$ cat src/rtl/xor_pkg.sv
// Shared definitions for the XOR checksum block: FSM states and default widths.
package xor_pkg;

    typedef enum logic [1:0] {
        IDLE  = 2'd0,
        ACCUM = 2'd1,
        HOLD  = 2'd2
    } state_t;

    localparam int DATA_W_DEF = 8;
    localparam int LEN_W_DEF  = 8;

endpackage

$ cat src/rtl/xor_checksum_if.sv
// Stream-in / result-out bus of the XOR checksum block.
// Optional macro XOR_CHECKSUM_CHECK_EN adds exp_sum (with the last beat) and err.
interface xor_checksum_if import xor_pkg::*; #(
    parameter int DATA_W = DATA_W_DEF,
    parameter int LEN_W  = LEN_W_DEF
);
    logic              in_valid;
    logic              in_ready;
    logic [DATA_W-1:0] in_data;
    logic              in_last;
    logic              out_valid;
    logic              out_ready;
    logic [DATA_W-1:0] out_sum;
    logic              out_parity;
    logic [LEN_W-1:0]  out_len;
    logic              out_ovf;
`ifdef XOR_CHECKSUM_CHECK_EN
    logic [DATA_W-1:0] exp_sum;
    logic              err;

    modport master (
        output in_valid, in_data, in_last, out_ready, exp_sum,
        input  in_ready, out_valid, out_sum, out_parity, out_len, out_ovf, err
    );
    modport slave (
        input  in_valid, in_data, in_last, out_ready, exp_sum,
        output in_ready, out_valid, out_sum, out_parity, out_len, out_ovf, err
    );
`else
    modport master (
        output in_valid, in_data, in_last, out_ready,
        input  in_ready, out_valid, out_sum, out_parity, out_len, out_ovf
    );
    modport slave (
        input  in_valid, in_data, in_last, out_ready,
        output in_ready, out_valid, out_sum, out_parity, out_len, out_ovf
    );
`endif
endinterface

$ cat src/rtl/xor_reduce.sv
// Width-parametrised reduction XOR (parity of a word).
module xor_reduce #(
    parameter int WIDTH = 8
) (
    input  logic [WIDTH-1:0] data,
    output logic             parity
);
    assign parity = ^data;
endmodule

$ cat src/rtl/xor_checksum.sv
// XOR checksum over a framed word stream: accumulates the XOR of every word
// and a saturating beat count, then holds the result until it is taken.
// Optional macro XOR_CHECKSUM_CHECK_EN adds a compare against an expected sum.
module xor_checksum import xor_pkg::*; #(
    parameter int DATA_W = DATA_W_DEF,
    parameter int LEN_W  = LEN_W_DEF
) (
    input  logic          clk,
    input  logic          rst_n,
    xor_checksum_if.slave bus
);
    localparam logic [LEN_W-1:0] LEN_MAX = {LEN_W{1'b1}};

    state_t            state_q;
    state_t            state_d;
    logic              ready;
    logic              accept;
    logic [DATA_W-1:0] acc;
    logic [LEN_W-1:0]  len;
    logic              ovf;
    logic              parity;

    assign accept = bus.in_valid && ready;

    // State register; reset drops any partial frame back to IDLE.
    always_ff @(posedge clk) begin
        if (!rst_n) begin
            state_q <= IDLE;
        end else begin
            state_q <= state_d;
        end
    end

    // Next-state and handshake outputs; HOLD blocks input until the result is taken.
    always_comb begin
        state_d = state_q;
        ready   = rst_n;
        case (state_q)
            IDLE, ACCUM: begin
                if (accept) begin
                    state_d = bus.in_last ? HOLD : ACCUM;
                end
            end
            HOLD: begin
                ready = 1'b0;
                if (bus.out_ready) begin
                    state_d = IDLE;
                end
            end
            default: state_d = IDLE;
        endcase
    end

    // Accumulator and beat counter; the first beat of a frame reloads both.
    always_ff @(posedge clk) begin
        if (!rst_n) begin
            acc <= '0;
            len <= '0;
            ovf <= 1'b0;
        end else if (accept) begin
            if (state_q == IDLE) begin
                acc <= bus.in_data;
                len <= LEN_W'(1);
                ovf <= 1'b0;
            end else begin
                acc <= acc ^ bus.in_data;
                if (len == LEN_MAX) begin
                    ovf <= 1'b1;
                end else begin
                    len <= len + 1'b1;
                end
            end
        end
    end

    xor_reduce #(.WIDTH(DATA_W)) u_parity (
        .data   (acc),
        .parity (parity)
    );

    assign bus.in_ready   = ready;
    assign bus.out_valid  = (state_q == HOLD);
    assign bus.out_sum    = acc;
    assign bus.out_parity = parity;
    assign bus.out_len    = len;
    assign bus.out_ovf    = ovf;

`ifdef XOR_CHECKSUM_CHECK_EN
    logic [DATA_W-1:0] exp_q;

    // Capture the expected sum alongside the closing beat of the frame.
    always_ff @(posedge clk) begin
        if (!rst_n) begin
            exp_q <= '0;
        end else if (accept && bus.in_last) begin
            exp_q <= bus.exp_sum;
        end
    end

    assign bus.err = (state_q == HOLD) && (acc != exp_q);
`endif
endmodule

$ cat src/flat_wrapper.sv
// flat-port wrapper written by rule: the top's interface ports become plain ports
module xor_checksum_flat import xor_pkg::*;
#(
    parameter int DATA_W = DATA_W_DEF,
    parameter int LEN_W  = LEN_W_DEF
)
  (clk, rst_n, bus_in_valid, bus_in_data, bus_in_last, bus_out_ready, bus_in_ready, bus_out_valid, bus_out_sum, bus_out_parity, bus_out_len, bus_out_ovf);
  xor_checksum_if #(.DATA_W(DATA_W), .LEN_W(LEN_W)) bus_i ();
  input  logic clk;
  input  logic rst_n;
  input wire logic [$bits(bus_i.in_valid)-1:0] bus_in_valid;
  input wire logic [$bits(bus_i.in_data)-1:0] bus_in_data;
  input wire logic [$bits(bus_i.in_last)-1:0] bus_in_last;
  input wire logic [$bits(bus_i.out_ready)-1:0] bus_out_ready;
  output wire logic [$bits(bus_i.in_ready)-1:0] bus_in_ready;
  output wire logic [$bits(bus_i.out_valid)-1:0] bus_out_valid;
  output wire logic [$bits(bus_i.out_sum)-1:0] bus_out_sum;
  output wire logic [$bits(bus_i.out_parity)-1:0] bus_out_parity;
  output wire logic [$bits(bus_i.out_len)-1:0] bus_out_len;
  output wire logic [$bits(bus_i.out_ovf)-1:0] bus_out_ovf;
  assign bus_i.in_valid = bus_in_valid;
  assign bus_i.in_data = bus_in_data;
  assign bus_i.in_last = bus_in_last;
  assign bus_i.out_ready = bus_out_ready;
  assign bus_in_ready = bus_i.in_ready;
  assign bus_out_valid = bus_i.out_valid;
  assign bus_out_sum = bus_i.out_sum;
  assign bus_out_parity = bus_i.out_parity;
  assign bus_out_len = bus_i.out_len;
  assign bus_out_ovf = bus_i.out_ovf;
  xor_checksum #(.DATA_W(DATA_W), .LEN_W(LEN_W)) u_core (.clk(clk), .rst_n(rst_n), .bus(bus_i));
endmodule
$ cat config.mk
export PLATFORM = sky130hd
export DESIGN_NAME = xor_checksum_flat
export DESIGN_NICKNAME = d
export VERILOG_FILES = /design/src/rtl/xor_pkg.sv /design/src/rtl/xor_checksum_if.sv /design/src/rtl/xor_reduce.sv /design/src/rtl/xor_checksum.sv /design/src/flat_wrapper.sv
export SDC_FILE = /design/constraint.sdc
export NUM_CORES = 1
export LEC_CHECK = 0
export CORE_MARGIN = 8
export CORE_UTILIZATION = 49
export DETAILED_ROUTE_END_ITERATION = 7
export PLACE_DENSITY_LB_ADDON = 0.2
export SETUP_SLACK_MARGIN = 0.5
export SLEW_MARGIN = 20
export SYNTH_ARGS = -nofsm -noshare
export SYNTH_HDL_FRONTEND = slang
export SYNTH_SLANG_ARGS = --single-unit
export TNS_END_PERCENT = 50
$ cat constraint.sdc
create_clock -name clk -period 2.8 [get_ports clk]
set_input_delay 0.56 -clock clk [delete_from_list [all_inputs] [get_ports clk]]
set_output_delay 0.56 -clock clk [all_outputs]
set_load 0.02 [all_outputs]
==> metrics.cfg, run 1 <==
[critical_path]
endpoint_kind = primary output
rrSetupSlack_ns = 0.92
worst-path-max-fanout = 14
start_kind = flop
crit_type = reg -> out
rr_endpoint = u_core.bus.out_len[7]$_SDFFE_PN0P_
critical_path_arrival_ns = 1.74
required_ns = 2.24
reg2reg_from = u_core.state_q[1]$_SDFFE_PN0P_
reg2regPathDepth = 5

[sta]
period_needed_ns = 2.30
rsz0062_at_grt = yes
hold_viol = 0
drv_slew = 0
fmax_ghz = 0.434
fin_crit_sh_pct = 82.2
max-slew-margin-rel_pct = 63.6
fin_tns_setup_ns = 0
fin_worst_skew_ns = 0.00542
finalSetupViolCount = 0
worstMarginPinSlew_ns = 0.532

[place]
dp_hpwl_um = 2150
numPortBuffers = 32
dp_cells = 196
placed_area_um2 = 1450
place_congestion = 0.809

[min_path]
hold_start = u_core.bus.out_ovf$_SDFFE_PN0P_
hp-class = reg -> reg
hold_path_end = u_core.bus.out_ovf$_SDFFE_PN0P_
hold_depth = 2

[pwr]
share_seq_of_total_power_pct = 48.6
ir_drop_mv = 0.313
internal_power_uw = 422
power_density_nw_per_um2 = 413
p_switching_uw = 188
combPwrFrac_pct = 28.0
p_total_uw = 611
switching_share_pct = 30.8
p_clk_share_pct = 23.4
power_leakage_nw = 0.534

[final_layout]
nNetsFinal = 187
n_fill_cell = 183
antennaDiodeCount = 0
final_core_util_pct = 68.9
final_cells = 200
design_area_um2 = 1480
area_growth_pct = 36.0
drive_gt1_share_pct = 6.98

[clock_network]
clockRootBuffer = clkbuf_4
clockBufferDepth = 2
cts_tree = done
cts_sinks = 19
clkTransAtPathRegs_ns = 0.11
htree_levels = 1
clkLatencyLatePin_ns = 0.31
cts_made_buffers = 3
postCtsHoldBufs = 0

[yosys]
synthCells = 137
avgSynthCellArea_um2 = 7.95
ys_seq_area_share_pct = 34.9
netlist_area_um2 = 1090
yosys_warnings = 0
ys_types = 34
ys_ff_latch = 19
syn-num-nets = 151

[routing]
route.detailed.drc = 0
drt_pass1_iterations = 4
routedWlPerCell_um = 13.6
wl_um = 2720
detail-route-antenna-nets = 0
drt_iter0_drc = 27
routed_via_density = 5.59
vias = 1118

[status]
status = finished, final reports clean

[global_routing]
grt_max_degree = 15
grt_overflow = 0
grt_pass1_wl_um = 4640
antenna_found_initial = 0
grt_pass1_vias = 1048
grt_usage_pct = 14.0

[die]
start_util_pct = 50.7
core_um2 = 2150
row_count = 17
die_h_um = 63.1
ios = 33
die_area_um2 = 3990
die_x_um = 63.1

[job]
maxCapViolCount = 0

==> worst max path at each step <==
stage                                            start        endpoint  slack (ns)  depth (start not counted)
floorplan               u_core.state_q[1]$_SDFFE_PN0P_    bus_in_ready        0.95                          3
global placement                                 rst_n    bus_in_ready        0.37                          3
detailed placement                               rst_n    bus_in_ready        0.34                          3
CTS                 u_core.bus.out_sum[2]$_SDFFE_PN0P_  bus_out_parity        0.39                          4
global route            u_core.state_q[1]$_SDFFE_PN0P_   bus_out_valid        0.42                          3
finish                  u_core.state_q[1]$_SDFFE_PN0P_   bus_out_valid        0.50                          3
==> routing by layer <==
layer | vias up | share of wire, % | global-route usage, %
li1 | 563 | - | -
met3 | 6 | 6.1 | 4.42
met4 | 0 | 1.7 | 6.84
met2 | 25 | 48 | 22.8
met1 | 524 | 44 | 16.0
met5 | - | 0 | 0
==> cells in the final DEF (no fill, tap or decap), types with 2 or more instances in the layout <==
cell type        instances
clkdlybuf4s50_1         30
dfxtp_1                 19
o21ai_0                 18
nor2_1                  15
a21boi_0                10
and2_1                   9
xnor2_1                  8
nor3_1                   8
nand2_1                  7
buf_4                    5
nand3_1                  4
nor2b_1                  3
a31oi_1                  3
a21oi_1                  3
clkbuf_4                 3
and3_1                   2
nand2b_1                 2
or3_1                    2
nand3b_1                 2
==> state kept, by name (all words and copies together), names as in the netlist <==
signal	count
u_core.state_q	2
u_core.bus.out_ovf	1
u_core.bus.out_sum	8
u_core.bus.out_len	8
==> cells in the mapped netlist, drive strengths merged <==
master,count,area [um2]
nor4bb,1,10.0
nor2,15,56.3
o31ai,1,7.51
a2111oi,1,8.76
and2,9,56.3
dfxtp,19,380
nand2,7,26.3
xnor2,8,70.1
o41a,1,11.3
inv,1,3.75
and4,1,8.76
nand3b,2,15.0
or2,2,12.5
ha,1,12.5
o21ai,18,90.1
xor2,1,8.76
a211oi,2,20.0
nor3,8,40.0
and3,2,12.5
a21boi,10,75.1
a21bo,1,10.0
buf,1,11.3
a41o,1,10.0
nand2b,2,12.5
nand3,4,20.0
nor2b,3,18.8
a21oi,3,15.0
or3,2,12.5
o31a,1,8.76
clkbuf,5,18.8
a31oi,3,18.8
nor4,1,6.26
==> power groups by stage <==
stage	registers, mW	logic (mW)	clock network [mW]
2_1_floorplan	0.313	0.0856	0
3_3_place_gp	0.302	0.171	0
3_5_place_dp	0.303	0.175	0
4_1_cts	0.297	0.174	0.150
5_1_grt	0.300	0.187	0.160
6_report	0.297	0.171	0.143
==> per-stage QoR <==
stage               setup slack, ns  hold WS, ns
global placement              0.375        0.462
global route                  0.415        0.518
floorplan                     0.950        0.444
CTS                           0.392        0.493
finish                        0.498        0.489
detailed placement            0.338        0.466
==> worst max-delay path, cell delays in order, from the launching register on <==
cell and delay (ns):
dfxtp_1 0.39, nor2b_1 0.19, buf_4 0.22, clkdlybuf4s50_1 0.64
==> kinds of logic (layout without fill, tap and decap cells) <==
| group | after synthesis | in the layout | synth area share [%] |
|---|---|---|---|
| AND/OR/NAND/NOR | 59 | 59 | 28.3 |
| AO/OA/AOI/OAI | 42 | 42 | 25.3 |
| flip-flops | 19 | 19 | 34.9 |
| XOR/XNOR | 9 | 9 | 7.24 |
| buffers and inverters | 7 | 42 | 3.10 |
| adder cells (fa/ha/maj) | 1 | 1 | 1.15 |
==> final cells by class <==
cell class              instances  area, um2  area share (%)
well taps                      28       35.0            2.37
clock buffers                   3       22.5            1.52
flip-flops and latches         19        380            25.7
clock inverters                 1       5.00           0.338
multi-input cells             111        674            45.6
inverters                       1       3.75           0.254
repair buffers                 37        359            24.3
==> what timing repair did <==
action / CTS / global route
resized for setup: 1 / 1
setup buffers: 0 / 0
setup endpoints to repair: 3 / 2
cloned: 0 / 0
Note: power is estimated with default switching activity, not from simulation.
==> run 2, diff against run 1 <==
--- a/config.mk
+++ b/config.mk
@@ -6,7 +6,7 @@
 export NUM_CORES = 1
 export LEC_CHECK = 0
 export CORE_MARGIN = 8
-export CORE_UTILIZATION = 49
+export CORE_UTILIZATION = 46
 export DETAILED_ROUTE_END_ITERATION = 7
 export PLACE_DENSITY_LB_ADDON = 0.2
 export SETUP_SLACK_MARGIN = 0.5
==> constraint.sdc (replaced) <==
create_clock -name clk -period 2.2 [get_ports clk]
set_input_delay 0.44 -clock clk [delete_from_list [all_inputs] [get_ports clk]]
set_output_delay 0.44 -clock clk [all_outputs]
set_load 0.02 [all_outputs]
==> metrics.cfg, run 2 (synthesis gave the netlist of run 1 again) <==
[status]
status = finished, final reports clean

[global_routing]
grt_max_degree = 12
grt_overflow = 0
antenna_found_initial = 0
grt_usage_pct = 15.5
grt_pass1_wl_um = 5240
grt_pass1_vias = 1131

[critical_path]
crit_family = XOR/XNOR gates
start_kind = flop
critical_path_arrival_ns = 1.33
cp_cell_sequence = xor2_2 -> xnor2_2 -> xnor2_1 -> buf_4
slowest_delay_ns = 0.39
endpoint_kind = primary output
crit_type = reg -> out
required_ns = 1.76
critPathSlowestCell = dfxtp_2
worst-path-max-fanout = 5
crit_buf_inv = 1

[clock_network]
clockRootBuffer = clkbuf_4
cts_tree = done
clockBufferDepth = 2
cts_made_buffers = 3
htree_levels = 1
clkTransAtPathRegs_ns = 0.11
clkLatencyLatePin_ns = 0.30
postCtsHoldBufs = 0
cts_sinks = 19

[die]
die_area_um2 = 4180
start_util_pct = 48.7
die_h_um = 64.6
ios = 33
die_x_um = 64.6
row_count = 17
core_um2 = 2230

[final_layout]
drive_gt1_share_pct = 21.0
final_cell_mix = o21ai_0 (18), nor2_1 (15), clkdlybuf4s50_1 (12)
final_common_cell = o21ai_0
seq_area_um2 = 398
n_fill_cell = 205
area_growth_pct = 44.6
nNetsFinal = 191
antennaDiodeCount = 0
multi_input_area_um2 = 711

[sta]
finalSetupViolCount = 0
worstMarginPinSlew_ns = 0.616
worst_slack_ns = 0.428
fin_worst_skew_ns = 0.00636
fmax_ghz = 0.564
rsz0062_at_grt = yes
drv_slew = 0
period_needed_ns = 1.77
worst_hold_slack_ns = 0.500
fin_crit_sh_pct = 80.5
hold_viol = 0
max-slew-margin-rel_pct = 58.8
fin_tns_setup_ns = 0

[pwr]
power_leakage_nw = 0.749
ir_drop_mv = 0.536
power_density_nw_per_um2 = 506
p_total_uw = 797

[routing]
route.detailed.drc = 0
routed_via_density = 5.68
routedWlPerCell_um = 15.6
drt_iter0_drc = 45
detail-route-antenna-nets = 0
wl_um = 3190
drt_pass1_iterations = 4
vias = 1159

[job]
maxCapViolCount = 0

[place]
dp_slack_ns = 0.00302
place_congestion = 0.796
numPortBuffers = 32
dp_hpwl_um = 2320

[min_path]
hp-class = reg -> reg

-- run 2: layout make-up --
cell class | instances | share of cell area, %
inverters | 1 | 0.238
well taps | 28 | 2.23
multi-input cells | 111 | 45.2
clock buffers | 4 | 1.67
flip-flops and latches | 19 | 25.3
repair buffers | 41 | 25.4
-- run 2: per-stage QoR --
step,util (%),cell area (um2),cells
3_5_place_dp,66.2,1480,199
2_1_floorplan,-,1090,137
4_1_cts,67.3,1500,203
3_3_place_gp,66.2,1480,199
5_1_grt,70.5,1570,204
6_report,70.5,1570,204
-- run 2: repair_timing --
item | CTS | global route
cloned | 0 | 0
setup buffers | 0 | 1
endpoints found under the setup margin | 21 | 25
pin swaps | 2 | 2
resized for setup | 25 | 23
-- run 2: layer usage --
metal  wire length, um  vias to the layer above  global-route usage, %  part of all wire [%]
met5                 0                        -                      0                     0
met4                51                        0                   5.99                   1.6
met3               186                        6                   5.84                   5.8
met2              1580                       28                   27.0                    49
met1              1370                      557                   16.6                    43
li1                  -                      568                      -                     -
-- run 2: path summary, 6_finish.rpt --
kind | startpoint | end | slack, ns | depth (start not counted)
hold reg to reg | u_core.bus.out_ovf$_SDFFE_PN0P_ | u_core.bus.out_ovf$_SDFFE_PN0P_ | 0.50 | 2
setup / recovery | u_core.bus.out_sum[1]$_SDFFE_PN0P_ | bus_out_parity | 0.43 | 4
hold / removal | u_core.bus.out_ovf$_SDFFE_PN0P_ | u_core.bus.out_ovf$_SDFFE_PN0P_ | 0.50 | 2
setup reg to reg | u_core.state_q[1]$_SDFFE_PN0P_ | u_core.bus.out_len[7]$_SDFFE_PN0P_ | 0.54 | 5
-- run 2: power by group --
part | switching (mW) | total (mW) | internal, mW
combinational | 0.117 | 0.233 | 0.116
sequential | 0.0214 | 0.383 | 0.362
clock | 0.110 | 0.180 | 0.0707
total | 0.248 | 0.797 | 0.548
-- run 2: worst reg2reg max path, delay by kind of cell (launching register included) --
family                 cells  cell delay [ns]
DFF                        1             0.34
AOI/OAI and AO/OA          2             0.66
buffers and inverters      1             0.16
and+or+nand+nor            2             0.41
==> run 3, diff against run 2 <==
==> constraint.sdc (replaced) <==
create_clock -name clk -period 1.7 [get_ports clk]
set_input_delay 0.34 -clock clk [delete_from_list [all_inputs] [get_ports clk]]
set_output_delay 0.34 -clock clk [all_outputs]
set_load 0.02 [all_outputs]
==> metrics.cfg, run 3 (synthesis gave the netlist of run 1 again) <==
[status]
status = finished with violations
violations = setup timing

[global_routing]
grt_overflow = 0
grt_pass1_wl_um = 6070
antenna_found_initial = 0
grt_usage_pct = 17.7
grt_pass1_vias = 1290
grt_max_degree = 17

[sta]
finalSetupViolCount = 1
worstMarginPinSlew_ns = 0.318
hold_viol = 0
rsz0062_at_grt = yes
fmax_ghz = 0.583
period_needed_ns = 1.71
worst_slack_ns = -0.0149
fin_crit_sh_pct = 101
fin_worst_skew_ns = 0.00403
max-slew-margin-rel_pct = 78.6
drv_slew = 0
worst_hold_slack_ns = 0.546

[final_layout]
seq_area_um2 = 440
final_core_util_pct = 93.7
antennaDiodeCount = 0
design_area_um2 = 2090
final_common_cell = buf_6
final_cell_mix = buf_6 (35), dfxtp_4 (15), o21ai_1 (14), buf_4 (14), nor2_1 (13)
multi_input_area_um2 = 932
nNetsFinal = 213
drive_gt1_share_pct = 58.1
area_growth_pct = 92.2
n_fill_cell = 74

[critical_path]
start_kind = flop
endpoint_kind = primary output
crit_type = reg -> out
required_ns = 1.36
critical_path_arrival_ns = 1.37
worst-path-max-fanout = 2

[die]
ios = 33
row_count = 17
core_um2 = 2230
die_area_um2 = 4180
die_x_um = 64.6
die_h_um = 64.6
start_util_pct = 48.7

[clock_network]
clockBufferDepth = 2
cts_tree = done
htree_levels = 1
clkTransAtPathRegs_ns = 0.13
clockRootBuffer = clkbuf_4
cts_sinks = 19
postCtsHoldBufs = 0
clkLatencyLatePin_ns = 0.31
cts_made_buffers = 3

[routing]
routedWlPerCell_um = 21.9
wl_um = 4960
routed_via_density = 6.16
wl_met2_um = 2580
drt_iter0_drc = 110
highest_layer = met4
vias = 1392
wl_met3_um = 402
detail-route-antenna-nets = 0
drt_pass1_iterations = 4
route.detailed.drc = 0
wl_met1_um = 1810

[job]
maxCapViolCount = 0

[pwr]
p_total_mw = 1.22
ir_drop_mv = 0.660
power_leakage_nw = 0.810
power_density_nw_per_um2 = 582

[place]
numPortBuffers = 32
dp_hpwl_um = 2530
placed_area_um2 = 1640
place_congestion = 0.831

[min_path]
hp-class = reg -> reg

[run 3: through the flow]
step | setup WS, ns | cells | TNS, ns
after floorplan | 0.138 | 137 | 0
after global placement | -0.275 | 209 | -1.06
after detailed placement | -0.318 | 209 | -1.49
after CTS | -0.0115 | 218 | -0.0115
after global routing | -0.0476 | 226 | -0.0476
final | -0.0149 | 226 | -0.0149
[run 3: path summary, 6_finish.rpt]
check,start,endpoint,slack [ns],cells after the start
min,u_core.bus.out_ovf$_SDFFE_PN0P_,u_core.bus.out_ovf$_SDFFE_PN0P_,0.55,2
min reg2reg,u_core.bus.out_ovf$_SDFFE_PN0P_,u_core.bus.out_ovf$_SDFFE_PN0P_,0.55,2
max reg2reg,u_core.bus.out_len[1]$_SDFFE_PN0P_,u_core.bus.out_len[1]$_SDFFE_PN0P_,0.17,6
max,u_core.bus.out_sum[0]$_SDFFE_PN0P_,bus_out_parity,-0.01,4
[run 3: layout make-up]
type / count / share of cell area (%)
Clock inverter: 1 / 0.239
Multi-Input combinational cell: 111 / 44.6
Tap cell: 28 / 1.67
Inverter: 1 / 0.179
Timing Repair Buffer: 63 / 31.2
Clock buffer: 3 / 1.08
Sequential cell: 19 / 21.1
[run 3: critical path, cell delays in order, from the launching register on]
cell and delay [ns]:
dfxtp_2 0.37, xnor2_2 0.24, xnor2_2 0.17, xnor2_2 0.14, buf_4 0.16
[run 3: layer usage]
layer,vias up,GRT usage (%)
li1,612,-
met1,667,19.8
met2,93,31.6
met3,20,3.44
met4,0,7.63
met5,-,0
[run 3: where the power goes]
group          leakage (nW)  internal [mW]  switching, mW
Clock                0.0177         0.0878          0.161
Combinational         0.626          0.252          0.237
Sequential            0.167          0.453         0.0262
Total                 0.810          0.793          0.424
[run 3: what timing repair did]
action                     4_1_cts  5_1_grt
setup endpoints to repair       37       37
pin swaps                       24       34
resized for setup              160       62
gates cloned                     0        0
setup buffers                    5        8
